`config.mk`:
```
export PLATFORM = sky130hd
export DESIGN_NAME = dcache_line_serializer
export DESIGN_NICKNAME = d
export VERILOG_FILES = /design/src/rtl/dcache_line_serializer.sv
export SDC_FILE = /design/constraint.sdc
export NUM_CORES = 1
export LEC_CHECK = 0
export BUFFER_PORTS_ARGS = -buffer_cell sky130_fd_sc_hd__clkbuf_2
export CAP_MARGIN = 20
export CORE_MARGIN = 3
export CORE_UTILIZATION = 35
export CTS_CLUSTER_DIAMETER = 120
export CTS_CLUSTER_SIZE = 24
export DETAILED_ROUTE_END_ITERATION = 8
export PLACE_DENSITY_LB_ADDON = 0.12
export SETUP_SLACK_MARGIN = 0.3
export SLEW_MARGIN = 20
export SYNTH_ARGS = -nofsm -noshare
export SYNTH_HDL_FRONTEND = slang
export SYNTH_SLANG_ARGS = --single-unit
export TNS_END_PERCENT = 10
```
`constraint.sdc`:
```
create_clock -name clk_i -period 2.7 [get_ports clk_i]
set_clock_uncertainty 0.2 [all_clocks]
set_input_delay 0.54 -clock clk_i [delete_from_list [all_inputs] [get_ports clk_i]]
set_output_delay 0.54 -clock clk_i [all_outputs]
set_load 0.01 [all_outputs]
```
`src/rtl/dcache_line_serializer.sv`:
```
// rtl/dcache_line_serializer.sv - splits cache line fills/writebacks into bus-width memory beats
//
// Ports:
//   clk_i, rst_ni        clock, asynchronous active-low reset
//   dcache_req_i         line request, held by the cache until dcache_ack_o
//   dcache_we_i          1 = writeback, 0 = fill
//   dcache_addr_i        line address (offset bits ignored)
//   dcache_wdata_i       writeback line
//   dcache_rdata_o       assembled fill line (registered, held between fills)
//   dcache_ack_o         one-cycle line-complete pulse
//   bus_req_o/we_o       beat request / write enable
//   bus_addr_o           beat byte address
//   bus_wdata_o/sel_o    beat write data / byte enables
//   bus_rdata_i/ack_i    beat read data / beat complete (may be combinational to bus_req_o)

module dcache_line_serializer #(
  parameter int LINE_WIDTH = 128,
  parameter int BUS_WIDTH  = 32,
  parameter int ADDR_WIDTH = 32
) (
  input  logic                    clk_i,
  input  logic                    rst_ni,
  input  logic                    dcache_req_i,
  input  logic                    dcache_we_i,
  input  logic [ADDR_WIDTH-1:0]   dcache_addr_i,
  input  logic [LINE_WIDTH-1:0]   dcache_wdata_i,
  output logic [LINE_WIDTH-1:0]   dcache_rdata_o,
  output logic                    dcache_ack_o,
  output logic                    bus_req_o,
  output logic                    bus_we_o,
  output logic [ADDR_WIDTH-1:0]   bus_addr_o,
  output logic [BUS_WIDTH-1:0]    bus_wdata_o,
  output logic [BUS_WIDTH/8-1:0]  bus_sel_o,
  input  logic [BUS_WIDTH-1:0]    bus_rdata_i,
  input  logic                    bus_ack_i
);

  localparam int BEATS     = LINE_WIDTH / BUS_WIDTH;
  localparam int OFF_BITS  = $clog2(LINE_WIDTH / 8);
  localparam int BYTE_BITS = $clog2(BUS_WIDTH / 8);
  // A single-beat line still needs a one-bit counter to keep the declarations legal.
  localparam int CNT_W     = (BEATS > 1) ? $clog2(BEATS) : 1;

  localparam logic [ADDR_WIDTH-1:0] OFF_MASK = ADDR_WIDTH'((64'd1 << OFF_BITS) - 64'd1);
  localparam logic [CNT_W-1:0]      LAST_CNT = CNT_W'(BEATS - 1);

  typedef enum logic [1:0] {
    S_IDLE = 2'd0,
    S_BEAT = 2'd1,
    S_DONE = 2'd2
  } state_e;

  state_e                  state_q, state_d;
  logic [CNT_W-1:0]        cnt_q, cnt_d;
  logic [ADDR_WIDTH-1:0]   base_q, base_d;
  logic                    we_q, we_d;
  logic [LINE_WIDTH-1:0]   wline_q, wline_d;
  logic [LINE_WIDTH-1:0]   rline_q, rline_d;

  // State and datapath registers.
  always_ff @(posedge clk_i or negedge rst_ni) begin
    if (!rst_ni) begin
      state_q <= S_IDLE;
      cnt_q   <= '0;
      base_q  <= '0;
      we_q    <= 1'b0;
      wline_q <= '0;
      rline_q <= '0;
    end else begin
      state_q <= state_d;
      cnt_q   <= cnt_d;
      base_q  <= base_d;
      we_q    <= we_d;
      wline_q <= wline_d;
      rline_q <= rline_d;
    end
  end

  // Next state and register updates. Cache-side inputs are only looked at in
  // IDLE, so a transfer in flight always runs to its last beat.
  always_comb begin
    state_d = state_q;
    cnt_d   = cnt_q;
    base_d  = base_q;
    we_d    = we_q;
    wline_d = wline_q;
    rline_d = rline_q;
    case (state_q)
      S_IDLE: begin
        if (dcache_req_i) begin
          // Masking keeps base aligned; low bits are never stored.
          base_d  = dcache_addr_i & ~OFF_MASK;
          we_d    = dcache_we_i;
          wline_d = dcache_wdata_i;
          cnt_d   = '0;
          state_d = S_BEAT;
        end
      end
      S_BEAT: begin
        if (bus_ack_i) begin
          if (!we_q) begin
            rline_d[cnt_q*BUS_WIDTH +: BUS_WIDTH] = bus_rdata_i;
          end
          if (cnt_q == LAST_CNT) begin
            state_d = S_DONE;
          end else begin
            cnt_d = cnt_q + 1'b1;
          end
        end
      end
      S_DONE: begin
        state_d = S_IDLE;
      end
      default: begin
        state_d = S_IDLE;
      end
    endcase
  end

  // Outputs depend only on registers; nothing from dcache_* reaches the bus
  // without passing through a flop.
  always_comb begin
    bus_req_o    = 1'b0;
    bus_we_o     = 1'b0;
    bus_addr_o   = '0;
    bus_wdata_o  = '0;
    bus_sel_o    = '0;
    dcache_ack_o = 1'b0;
    case (state_q)
      S_BEAT: begin
        bus_req_o  = 1'b1;
        bus_we_o   = we_q;
        bus_sel_o  = '1;
        // base offset bits are zero, so OR-ing in the beat index forms the address.
        bus_addr_o = base_q | (ADDR_WIDTH'(cnt_q) << BYTE_BITS);
        if (we_q) begin
          bus_wdata_o = wline_q[cnt_q*BUS_WIDTH +: BUS_WIDTH];
        end
      end
      S_DONE: begin
        dcache_ack_o = 1'b1;
      end
      default: begin
      end
    endcase
  end

  assign dcache_rdata_o = rline_q;

endmodule

```
Yosys cells after proc, flatten, opt, wreduce, memory -nomap -nowiden
Index checks and enable logic that the tools add are counted.
Cells by class
  $add $sub $neg: 2
  reduce and logical (&&, ||, !) cells: 6
  mux-type cells: 16
  equality and inequality tests: 7
  bitwise operators: 2
  shifts and indexed selects: 3
Operator list (number)
  $bwmux 128: 1
  $shift 32x34->128 const A: 1
  $shiftx 128x8->32: 1
  $shiftx 32x34->128: 1
  $mux 32: 3
  $neg 7->34: 1
  $or 32x4->32: 1
  $mux 2: 6
  $ne 2x2->1 const B: 4
  $pmux 2 s2: 2
  $reduce_and 3->1: 2
  $eq 2x2->1 const B: 2
  $mux 4: 1
  $reduce_and 4->1: 1
  $mux 1: 3
  $add 2x1->2 const B: 1
  $eq 2x1->1 const B: 1
  $logic_not 2->1: 1
  $reduce_and 2->1: 1
  $reduce_bool 2->1: 1
  $not 1->1: 1
Word-level totals
  output and inout bits: 199
  logic and storage cells: 42
  register bits after elaboration: 289
  input port bits: 197

Longest topological paths before layout
  word-level depth: 4
  depth in mapped cells: 10
  mapped depth without buffers: 5

Worst setup path before layout
Ideal clock, no wire load.
  path type: register -> register
  start: reg cnt_q[1]
  end: reg rline_q[118], in the netlist dcache_rdata_o[118]
  path buffers: 3
  data arrival time: 2.099 ns
  period minus slack after synthesis: 2.382 ns
  cell stages (with the launch flop): 9
  path slack: 0.318 ns
  cell sequence: dfrtp_1 > buf_2 > buf_1 > inv_1 > ha_1 > nor4b_2 > buf_2 > nand4_1 > o21ai_0
On the way
  cells in the longest elaborated chain, start to end: 3
RTL lines
  from (decl): RTL line 54  | logic [CNT_W-1:0] cnt_q, cnt_d;
  from (signal assigned): RTL line 71  | cnt_q <= cnt_d;
  $neg 7->34 (*): RTL line 102  | rline_d[cnt_q*BUS_WIDTH +: BUS_WIDTH] = bus_rdata_i;
  $shiftx 32x34->128 / $shift 32x34->128 (equally long branches): RTL line 102
  $bwmux 128 (*): RTL line 102
  to (signal assigned): RTL line 75  | rline_q <= rline_d;
  to (decl): RTL line 58  | logic [LINE_WIDTH-1:0] rline_q, rline_d;
Mark *: on every way between the ends. The rest lies on a longest branch, timed or not.
A chain may end at the register's enable or synchronous reset.

Worst setup path after layout
  start: reg cnt_q[0]
  end: out bus_wdata_o[8]
On the way
  cells in the longest elaborated chain, start to end: 3
RTL lines
  $shiftx 128x8->32: RTL line 137  | bus_wdata_o = wline_q[cnt_q*BUS_WIDTH +: BUS_WIDTH];
  $mux 32: RTL line 136  | if (we_q) begin
  $mux 32: RTL line 129  | case (state_q)
  to (decl): RTL line 32  | output logic [BUS_WIDTH-1:0] bus_wdata_o,
Every way passes these cells.

==> results.md <==
- Status: finished with violations
- Failing checks: setup timing
- Gr usage total: a little under a fifth
- DR pass1 iterations: 5
- Initial antenna violation count: 9
- Final count of hold timing violations: 0
- Clk sinks: between 200 and 300
- CP delay by family, top: multiplexers
- Post-place setup slack: 0.349 ns
- Synth Register Bits: around 290
- Area of the core: 36700 um2
- Die Y: roughly 200 um
- Max Slew Vio Count: 0
- Final period utilization: 104%
- DRC Markers: 0
- Worst skew pair latency: between 0.5 and 0.6 ns
- GR Layer Usage met1: 25.9%
- Site Rows: 70
- Initial core utilization: 35.6%
- Global-route wire length before repair: 59400 um
- Crit path DAT: 2.06 ns
- Levels on crit path: 5
- Placed insts: between 1500 and 2000
- Top-level port count: 396
- Synth cell types: 33
- Max frequency: between 300 and 400 MHz
- CTS tree: built
- Filler instances: 3538
- Vias: 9573
- Final setup fails: 32
- CTS clk-pin slew, worst paths: 0.10 ns
- Met3 global-route usage: a little under 6%
- Largest net degree at the start of global routing: 89
- Busiest layer in global routing: met2
- Drt wl/cell: 20.8 um
- IO Port Bufs: ~390
- Nets: 1614
- Slowest cell delay on critical path: between 0.5 and 0.6 ns
- Hold WS: 0.0445 ns
- RSZ-0062 raised after global routing: true
- Worst Path Buf+Inv: 3
- Critical Path RT: 1.96 ns
- Share of the synthesized area in the top cell type: 55.4%
- Worst path slowest cell: mux4_2
- Syn Std Cell Area: 13000 um2
- Final Non-Filler Cells: roughly 1900
- CP Capture Type: output pin
- DP HPWL: roughly 27000 um
- Layout cells sized above 1: 51.3%
- Initial drt markers: 575
- Vias in the first global route: 9869
- Grt total ovfl: 0
- H-tree depth: 1
- Area Growth Syn to Fin: 25.8%
- Critical path startpoint category: flop
- Crit Path Category: flop to output pin
- Synth top area cells: dfrtp_1 (55%), mux2_2 (14%), nand4_1 (6.1%)
- CP Max Fanout: 9
- Yosys top cell by area: dfrtp_1
- Peak supply drop: between 0.6 and 0.7 mV
- Commonest cells after routing, fill and taps aside: clkbuf_2 (358), dfrtp_1 (285), mux2_2 (158)
- Num CTS Buffers: 16
- Max transition margin: about three fifths
- Final Critical Period: 2.80 ns
- Syn Inst Count: 1052
- Avg Cell Area, Syn: 12.4 um2
- Overall Power: 20.0 mW
- Hold depth: 2
- Final wirelength: 39300 um
- Root Buffer: clkbuf_16
- CTS max path bufs: 3
- Final critical-path setup slack: -0.100 ns
- Sequential area share after synthesis: ~55%
- R2R depth: 7
- Met2 GRT Util: between 30% and 40%
- TNS Setup: -2.21 ns
- Die ar.: 39600 um2
- Leakage: 7.62 nW
- Pwr per Cell Area: 1220 nW/um2
- Hold crit path type: primary input to flop
- Vias per cell: 5.07
- Least-Margin Pin Slew: 0.583 ns
- Cell Chain, Critical Path: buf_12, clkbuf_16, mux4_2, and3_4, clkbuf_2
- Max-Cap Viols: 0
- Most common cell after layout, fill and taps aside: clkbuf_2
- ANT nets after route: 0
- Global placement routability congestion: 0.773
- Die Span X: 199 um
- Yosys Warn Count: 0
worst paths after layout:
check,from,endpoint,slack (ns)
min in group asynchronous,rst_ni,wline_q[9],0.40
setup reg to reg,cnt_q[0],dcache_rdata_o[13],0.46
max in group asynchronous,rst_ni,wline_q[69],1.12
hold reg to reg,base_q[4],base_q[4],0.30
hold / removal,dcache_wdata_i[30],wline_q[30],0.04
setup / recovery,cnt_q[0],bus_wdata_o[8],-0.10
cell families after synthesis:
| group | after synthesis | share of synthesized area [%] |
|---|---|---|
| flops | 289 | 55.4 |
| compound gates | 133 | 6.06 |
| buf+inv | 228 | 8.54 |
| mux | 190 | 19.2 |
| simple gates | 206 | 10.2 |
| other cells | 1 | 0.0287 |
| fa+ha+maj | 5 | 0.479 |
metrics by stage:
stage | utilization, % | instance area, um2
final | 44.7 | 16400
after global routing | 44.7 | 16400
after CTS | 43.9 | 16100
after detailed placement | 42.1 | 15500
after global placement | 42.1 | 15500
after floorplan | - | 13100
flip-flops by register name (all words and copies together), names as in the netlist:
name            flops
base_q             28
cnt_q               2
dcache_rdata_o    128
state_q             2
we_q                1
wline_q           128
synth_stat cells, drive strengths merged:
master  count
inv       131
conb        1
nor4b       2
a32o        1
buf        76
nor3b       2
nor2        1
dfrtp     289
o21ai     128
mux2      158
and2       34
and3       33
mux4       32
nor2b       2
a31oi       1
nand4     128
nand2       1
and2b       1
a22o        1
o21bai      1
a21oi       1
clkbuf     21
ha          5
and4bb      2
per-layer routing:
| metal | up-vias | part of all wire (%) |
|---|---|---|
| met5 | - | 0.19 |
| met4 | 10 | 2.4 |
| met3 | 52 | 8.9 |
| met2 | 347 | 46 |
| met1 | 4767 | 42 |
| li1 | 4397 | - |
what timing repair did:
item,in CTS,in global routing
setup endpoints to repair,68,184
gates resized for setup,43,69
setup buffers,1,2
pin swaps,15,13
gates cloned,0,3
hold endpoints to repair,53,0
hold buffers,1,0
layout make-up:
class                   count  area (um2)  share of cell area [%]
diodes                      6        15.0                  0.0915
multi-input cells         536        4890                    29.8
repair buffers            438        2720                    16.6
inverters                 131         492                    3.00
clock buffers              20         437                    2.66
well taps                 468         586                    3.57
clock inverters             1        30.0                   0.183
flip-flops and latches    289        7240                    44.1
worst reg2reg max path: cells and delay by family (launching register included):
| family | cells | cell delay, ns |
|---|---|---|
| AOI/OAI and AO/OA | 1 | 0.12 |
| adders and majority gates | 1 | 0.32 |
| buffers and inverters | 4 | 0.83 |
| DFF | 1 | 0.44 |
| and+or+nand+nor | 1 | 0.20 |
where the power goes:
group / leakage (nW) / switching, mW / internal (mW)
Combinational: 3.78 / 4.81 / 4.96
Clock: 0.224 / 1.49 / 1.17
Sequential: 3.62 / 1.17 / 6.42
No activity file was read; power rests on OpenSTA's default activity.
